==> config.mk <==
export PLATFORM = sky130hd
export DESIGN_NAME = mem_word_access
export DESIGN_NICKNAME = d
export VERILOG_FILES = /design/src/rtl/mem_access_pkg.sv /design/src/rtl/mem_word_access.sv
export SDC_FILE = /design/constraint.sdc
export NUM_CORES = 1
export LEC_CHECK = 0
export BUFFER_PORTS_ARGS = -buffer_cell sky130_fd_sc_hd__buf_2
export CORE_ASPECT_RATIO = 1.25
export CORE_MARGIN = 1
export CORE_UTILIZATION = 55
export CTS_BUF_LIST = sky130_fd_sc_hd__clkbuf_8
export DETAILED_ROUTE_END_ITERATION = 10
export PLACE_DENSITY = 0.8
export SLEW_MARGIN = 20
export SYNTH_ARGS = -nofsm -noshare
export SYNTH_HDL_FRONTEND = slang
export SYNTH_SLANG_ARGS = --single-unit
==> constraint.sdc <==
create_clock -name clk -period 7.3 [get_ports clk]
set_input_delay 0.365 -clock clk [delete_from_list [all_inputs] [get_ports clk]]
set_output_delay 0.365 -clock clk [all_outputs]
set_load 0.05 [all_outputs]
==> src/rtl/mem_access_pkg.sv <==
// Shared types and helpers for the byte-wide RAM word access initiator.
package mem_access_pkg;

  localparam logic [1:0] SIZE_BYTE = 2'd0;
  localparam logic [1:0] SIZE_HALF = 2'd1;
  localparam logic [1:0] SIZE_WORD = 2'd2;
  localparam int WORD_BYTES = 4;

  typedef enum logic [1:0] {
    IDLE,
    READ,
    WRITE,
    RESP
  } state_t;

  function automatic logic [2:0] size_to_nbytes(input logic [1:0] size);
    logic [2:0] n;
    case (size)
      SIZE_BYTE: n = 3'd1;
      SIZE_HALF: n = 3'd2;
      default:   n = 3'd4;
    endcase
    return n;
  endfunction

  function automatic logic misaligned(input logic [1:0] size,
                                      input logic [1:0] lo);
    logic m;
    case (size)
      SIZE_BYTE: m = 1'b0;
      SIZE_HALF: m = lo[0];
      default:   m = (lo != 2'b00);
    endcase
    return m;
  endfunction

endpackage

==> src/rtl/mem_word_access.sv <==
// Big-endian 32-bit load/store to byte-wide dual-port RAM sequencer.
// Define MEM_ACCESS_MISALIGN_ERR_EN to reject misaligned half/word requests.
module mem_word_access
  import mem_access_pkg::*;
#(
  parameter int ADDR_WIDTH = 9,
  parameter int DATA_WIDTH = 32
) (
  input  logic                  clk,
  input  logic                  reset,
  input  logic                  req_valid,
  output logic                  req_ready,
  input  logic                  req_we,
  input  logic [1:0]            req_size,
  input  logic [ADDR_WIDTH-1:0] req_addr,
  input  logic [DATA_WIDTH-1:0] req_wdata,
  output logic                  resp_valid,
  output logic [DATA_WIDTH-1:0] resp_rdata,
  output logic                  resp_err,
  output logic [ADDR_WIDTH-1:0] ram_waddr,
  output logic [7:0]            ram_din,
  output logic                  ram_we,
  output logic [ADDR_WIDTH-1:0] ram_raddr,
  input  logic [7:0]            ram_dout
);

  state_t                state;
  logic [2:0]            nbytes;
  logic [2:0]            cnt;
  logic [DATA_WIDTH-1:0] wsh;
  logic [DATA_WIDTH-1:0] shreg;
  logic [DATA_WIDTH-1:0] wjust;
  logic [2:0]            nb_in;
  logic                  mis;

  assign req_ready = (state == IDLE) && !reset;
  assign nb_in = size_to_nbytes(req_size);
  // left-justify so the first byte to send is always the top lane
  assign wjust = req_wdata << (6'd32 - {nb_in, 3'b000});

`ifdef MEM_ACCESS_MISALIGN_ERR_EN
  logic err_q;
  assign mis = misaligned(req_size, req_addr[1:0]);
  assign resp_err = err_q;
`else
  assign mis = 1'b0;
  assign resp_err = 1'b0;
`endif

  always_ff @(posedge clk or posedge reset) begin
    if (reset) begin
      state      <= IDLE;
      nbytes     <= 3'd0;
      cnt        <= 3'd0;
      wsh        <= '0;
      shreg      <= '0;
      resp_valid <= 1'b0;
      resp_rdata <= '0;
      ram_waddr  <= '0;
      ram_din    <= 8'd0;
      ram_we     <= 1'b0;
      ram_raddr  <= '0;
`ifdef MEM_ACCESS_MISALIGN_ERR_EN
      err_q      <= 1'b0;
`endif
    end else begin
      resp_valid <= 1'b0;
      unique case (state)
        IDLE: begin
          if (req_valid) begin
            nbytes <= nb_in;
            cnt    <= 3'd0;
            shreg  <= '0;
            if (mis) begin
              resp_valid <= 1'b1;
              resp_rdata <= '0;
`ifdef MEM_ACCESS_MISALIGN_ERR_EN
              err_q      <= 1'b1;
`endif
              state      <= RESP;
            end else if (req_we) begin
              ram_waddr <= req_addr;
              ram_din   <= wjust[DATA_WIDTH-1 -: 8];
              wsh       <= wjust << 8;
              ram_we    <= 1'b1;
              state     <= WRITE;
            end else begin
              ram_raddr <= req_addr;
              state     <= READ;
            end
          end
        end
        READ: begin
          cnt <= cnt + 3'd1;
          if (cnt + 3'd1 < nbytes)
            ram_raddr <= ram_raddr + 1'b1;
          // RAM data lags the issued address by one edge
          if (cnt != 3'd0)
            shreg <= {shreg[DATA_WIDTH-9:0], ram_dout};
          if (cnt == nbytes) begin
            resp_rdata <= {shreg[DATA_WIDTH-9:0], ram_dout};
            resp_valid <= 1'b1;
            state      <= RESP;
          end
        end
        WRITE: begin
          if (cnt + 3'd1 < nbytes) begin
            cnt       <= cnt + 3'd1;
            ram_waddr <= ram_waddr + 1'b1;
            ram_din   <= wsh[DATA_WIDTH-1 -: 8];
            wsh       <= wsh << 8;
          end else begin
            ram_we     <= 1'b0;
            resp_valid <= 1'b1;
            resp_rdata <= '0;
            state      <= RESP;
          end
        end
        RESP: begin
`ifdef MEM_ACCESS_MISALIGN_ERR_EN
          err_q <= 1'b0;
`endif
          state <= IDLE;
        end
        default: state <= IDLE;
      endcase
    end
  end

endmodule

==> impl_metrics.tcl <==
set metrics [dict create \
    outcome "complete, no violations" \
    period_needed_ns 3.70 \
    n_antenna_cell 0 \
    synth_warnings 0 \
    relSlewSlack_pct 35.4 \
    synth_area_sq_um 5960 \
    detail_route.wl_per_cell_microns 17.4 \
    end_kind "flip-flop" \
    wl_mm 14.6 \
    fin_tns_setup_ns 0 \
    drive_above_1_share_pct 26.2 \
    grt_pass1_wl_mm 23.9 \
    dp_hpwl_mm 9.81 \
    place_congestion 0.863 \
    ys.flop_type "dfrtp_1" \
    drcViolationCount 0 \
    internal_power_mw 1.85 \
    clk_pin_slew_ns 0.07 \
    slowest_delay_ns 0.76 \
    max_cap_violations 0 \
    synth_seq_cells 116 \
    cts_hold_buf 0 \
    via_per_inst 6.21 \
    synth.distinct_cells 54 \
    drv_slew 0 \
    die_h_microns 118 \
    required_ns 7.56 \
    min_path_type "in2async" \
    cts.sinks 116 \
    max_freq_mhz 271 \
    combPwrFrac_pct 50.4 \
    fin_area_sq_um 7010 \
    swShare_pct 47.1 \
    worstSetupPathType "reg2reg" \
    setup_viol 0 \
    cts_inserted_buffers 17 \
    yosys.area.top_type "dfrtp_1" \
    synthesis.nets 668 \
    tightest_slew_ns 0.967 \
    core_area_sq_um 10600 \
    cts_tree "yes" \
    grt_pass1_vias 4976 \
    grt_overflow 0 \
    hold_viol 0 \
    vias 5208 \
    post-route-util_pct 66.4 \
    clockRootBuffer "clkbuf_8" \
    yosysMostFrequentCell "dfrtp_1" \
    cp_slowest_cell "a211oi_2" \
    wl_met3_microns 794 \
    yosysTopAreaCellShare_pct 48.7 \
    first_iter_violations 259 \
    synth_edf_count 0 \
    place_area_sq_um 6520 \
    die_w_microns 95.1 \
    synth_seq_area_share_pct 48.7 \
    holdWs_ns 0.0955 \
    antenna_found_initial 0 \
    vdd_drop_max_uv 297 \
    path_max_fanout 52 \
    arrival_ns 3.96 \
    dr.pass1.iters 5 \
    topRoutingLayerUsed "met4" \
    wl_met2_mm 7.65 \
    port_buffers 115 \
    power.switching_mw 1.64 \
    synthToLayoutAreaGrowth_pct 17.7 \
    grt_start_max_net_pins 82 \
    syn_avg_cell_area_sq_um 9.89 \
    io_pins 117 \
    clock_latency_ns 0.42 \
    p_seq_share_pct 28.8 \
    dpl_worst_slack_ns 3.68 \
    clockPowerShare_pct 20.7 \
    grtUsageTotal_pct 27.6 \
    fp-row-count 42 \
    ant_nets 0 \
    initial_utilization_pct 56.4 \
    die_area_sq_um 11300 \
    async_flop_share_pct 100 \
    synthTopCellsByCount "116 x dfrtp_1, 85 x nand2_1, 78 x o21ai_0" \
    rsz0062_at_grt "no" \
    h-tree-depth 4 \
    leakagePower_nw 3.39 \
    fin_crit_sh_pct 50.6 \
    power_density_nw_per_um2 498 \
    layout_setup_ws_ns 3.60 \
    nets 761 \
    path_cells "inv_1 -> ha_2 -> buf_4 -> inv_1 -> a211oi_2 -> buf_4 -> or2_1 -> o21ai_0" \
    finClkSkew_ns 0.00766 \
    postCtsSetupRepairBufs 0 \
    clk_path_buf_depth 2 \
    syn_inst 602 \
    cts_resized 0 \
    setup.worst_path.start_class "flip-flop" \
    synthTopCellsByArea "dfrtp_1 49%, o21ai_0 6.6%, nand2_1 5.4%, a221o_1 4.4%, mux2_2 4.2%" \
    drt-met1-wl_mm 5.89 \
]
-- final timing paths --
path | start | slack, ns | to | cells past startpoint
max in group asynchronous | reset | 6.03 | shreg[17]$_DFFE_PP0P_ | 3
worst min register to register | ram_din[0]$_DFFE_PP0P_ | 0.50 | ram_din[0]$_DFFE_PP0P_ | 1
worst max-delay path | state[0]$_DFFE_PP0P_ | 3.60 | wsh[14]$_DFFE_PP0P_ | 8
min in group clk | req_wdata[1] | 0.19 | wsh[9]$_DFFE_PP0P_ | 3
worst max register to register | state[0]$_DFFE_PP0P_ | 3.60 | wsh[14]$_DFFE_PP0P_ | 8
worst min-delay path | reset | 0.1 | ram_raddr[6]$_DFFE_PP0P_ | 2
-- flip-flops by register name (all words and copies together) (netlist names) --
name	count
shreg	24
resp_valid	1
resp_rdata	32
ram_we	1
ram_waddr	9
ram_raddr	9
wsh	24
state	2
ram_din	8
nbytes	3
cnt	3
-- cell families after synthesis --
kind of cell / share of synthesized area, %
buf+inv: 5.34
xor+xnor: 0.441
flops: 48.7
other cells: 0.0630
fa+ha+maj: 2.31
compound gates: 21.6
mux: 6.95
simple gates: 14.5
-- worst max-delay path: cells and delay by family (launching register included) --
family	cells	cell delay [ns]
adders and majority gates	1	0.18
buffers and inverters	4	1.36
and+or+nand+nor	1	0.58
AOI/OAI and AO/OA	2	0.99
DFF	1	0.41
-- per-stage QoR --
step,power (mW),cells
2_1_floorplan,2.39,602
3_3_place_gp,2.70,808
3_5_place_dp,2.76,808
4_1_cts,3.49,839
5_1_grt,3.69,839
6_report,3.49,839
-- final cells by class --
cell class                 count  area [sq um]
inverter                      19          73.8
sequential                   116          2900
timing repair buffer         123           636
clock inverter                10           201
tap                          132           165
fill                         847          3550
multi-input combinational    418          2740
clock buffer                  21           289
-- layer usage --
metal | vias to the layer above | GRT usage, %
li1 | 2392 | -
met1 | 2575 | 33.8
met2 | 212 | 45.9
met3 | 29 | 6.37
met4 | 0 | 11.6
met5 | - | 0
-- power by group through the flow --
stage	registers (mW)	clock network, mW	logic (mW)
after global placement	0.998	0	1.70
after detailed placement	1.01	0	1.75
after CTS	1.00	0.730	1.75
final	1.01	0.724	1.76
after global routing	1.03	0.761	1.90
after floorplan	1.32	0	1.08
-- cell usage in the layout, fill, tap and decap left out, drive strengths merged, types with 9 or more instances in the layout --
master,count
buf,123
dfrtp,116
nand2,85
o21ai,83
and3,27
mux2,27
a221o,26
clkbuf,21
inv,20
nand3,16
a22oi,16
nor2,13
a2bb2oi,12
mux2i,11
ha,11
nor3,9
Note: power is estimated with default switching activity, not from simulation.
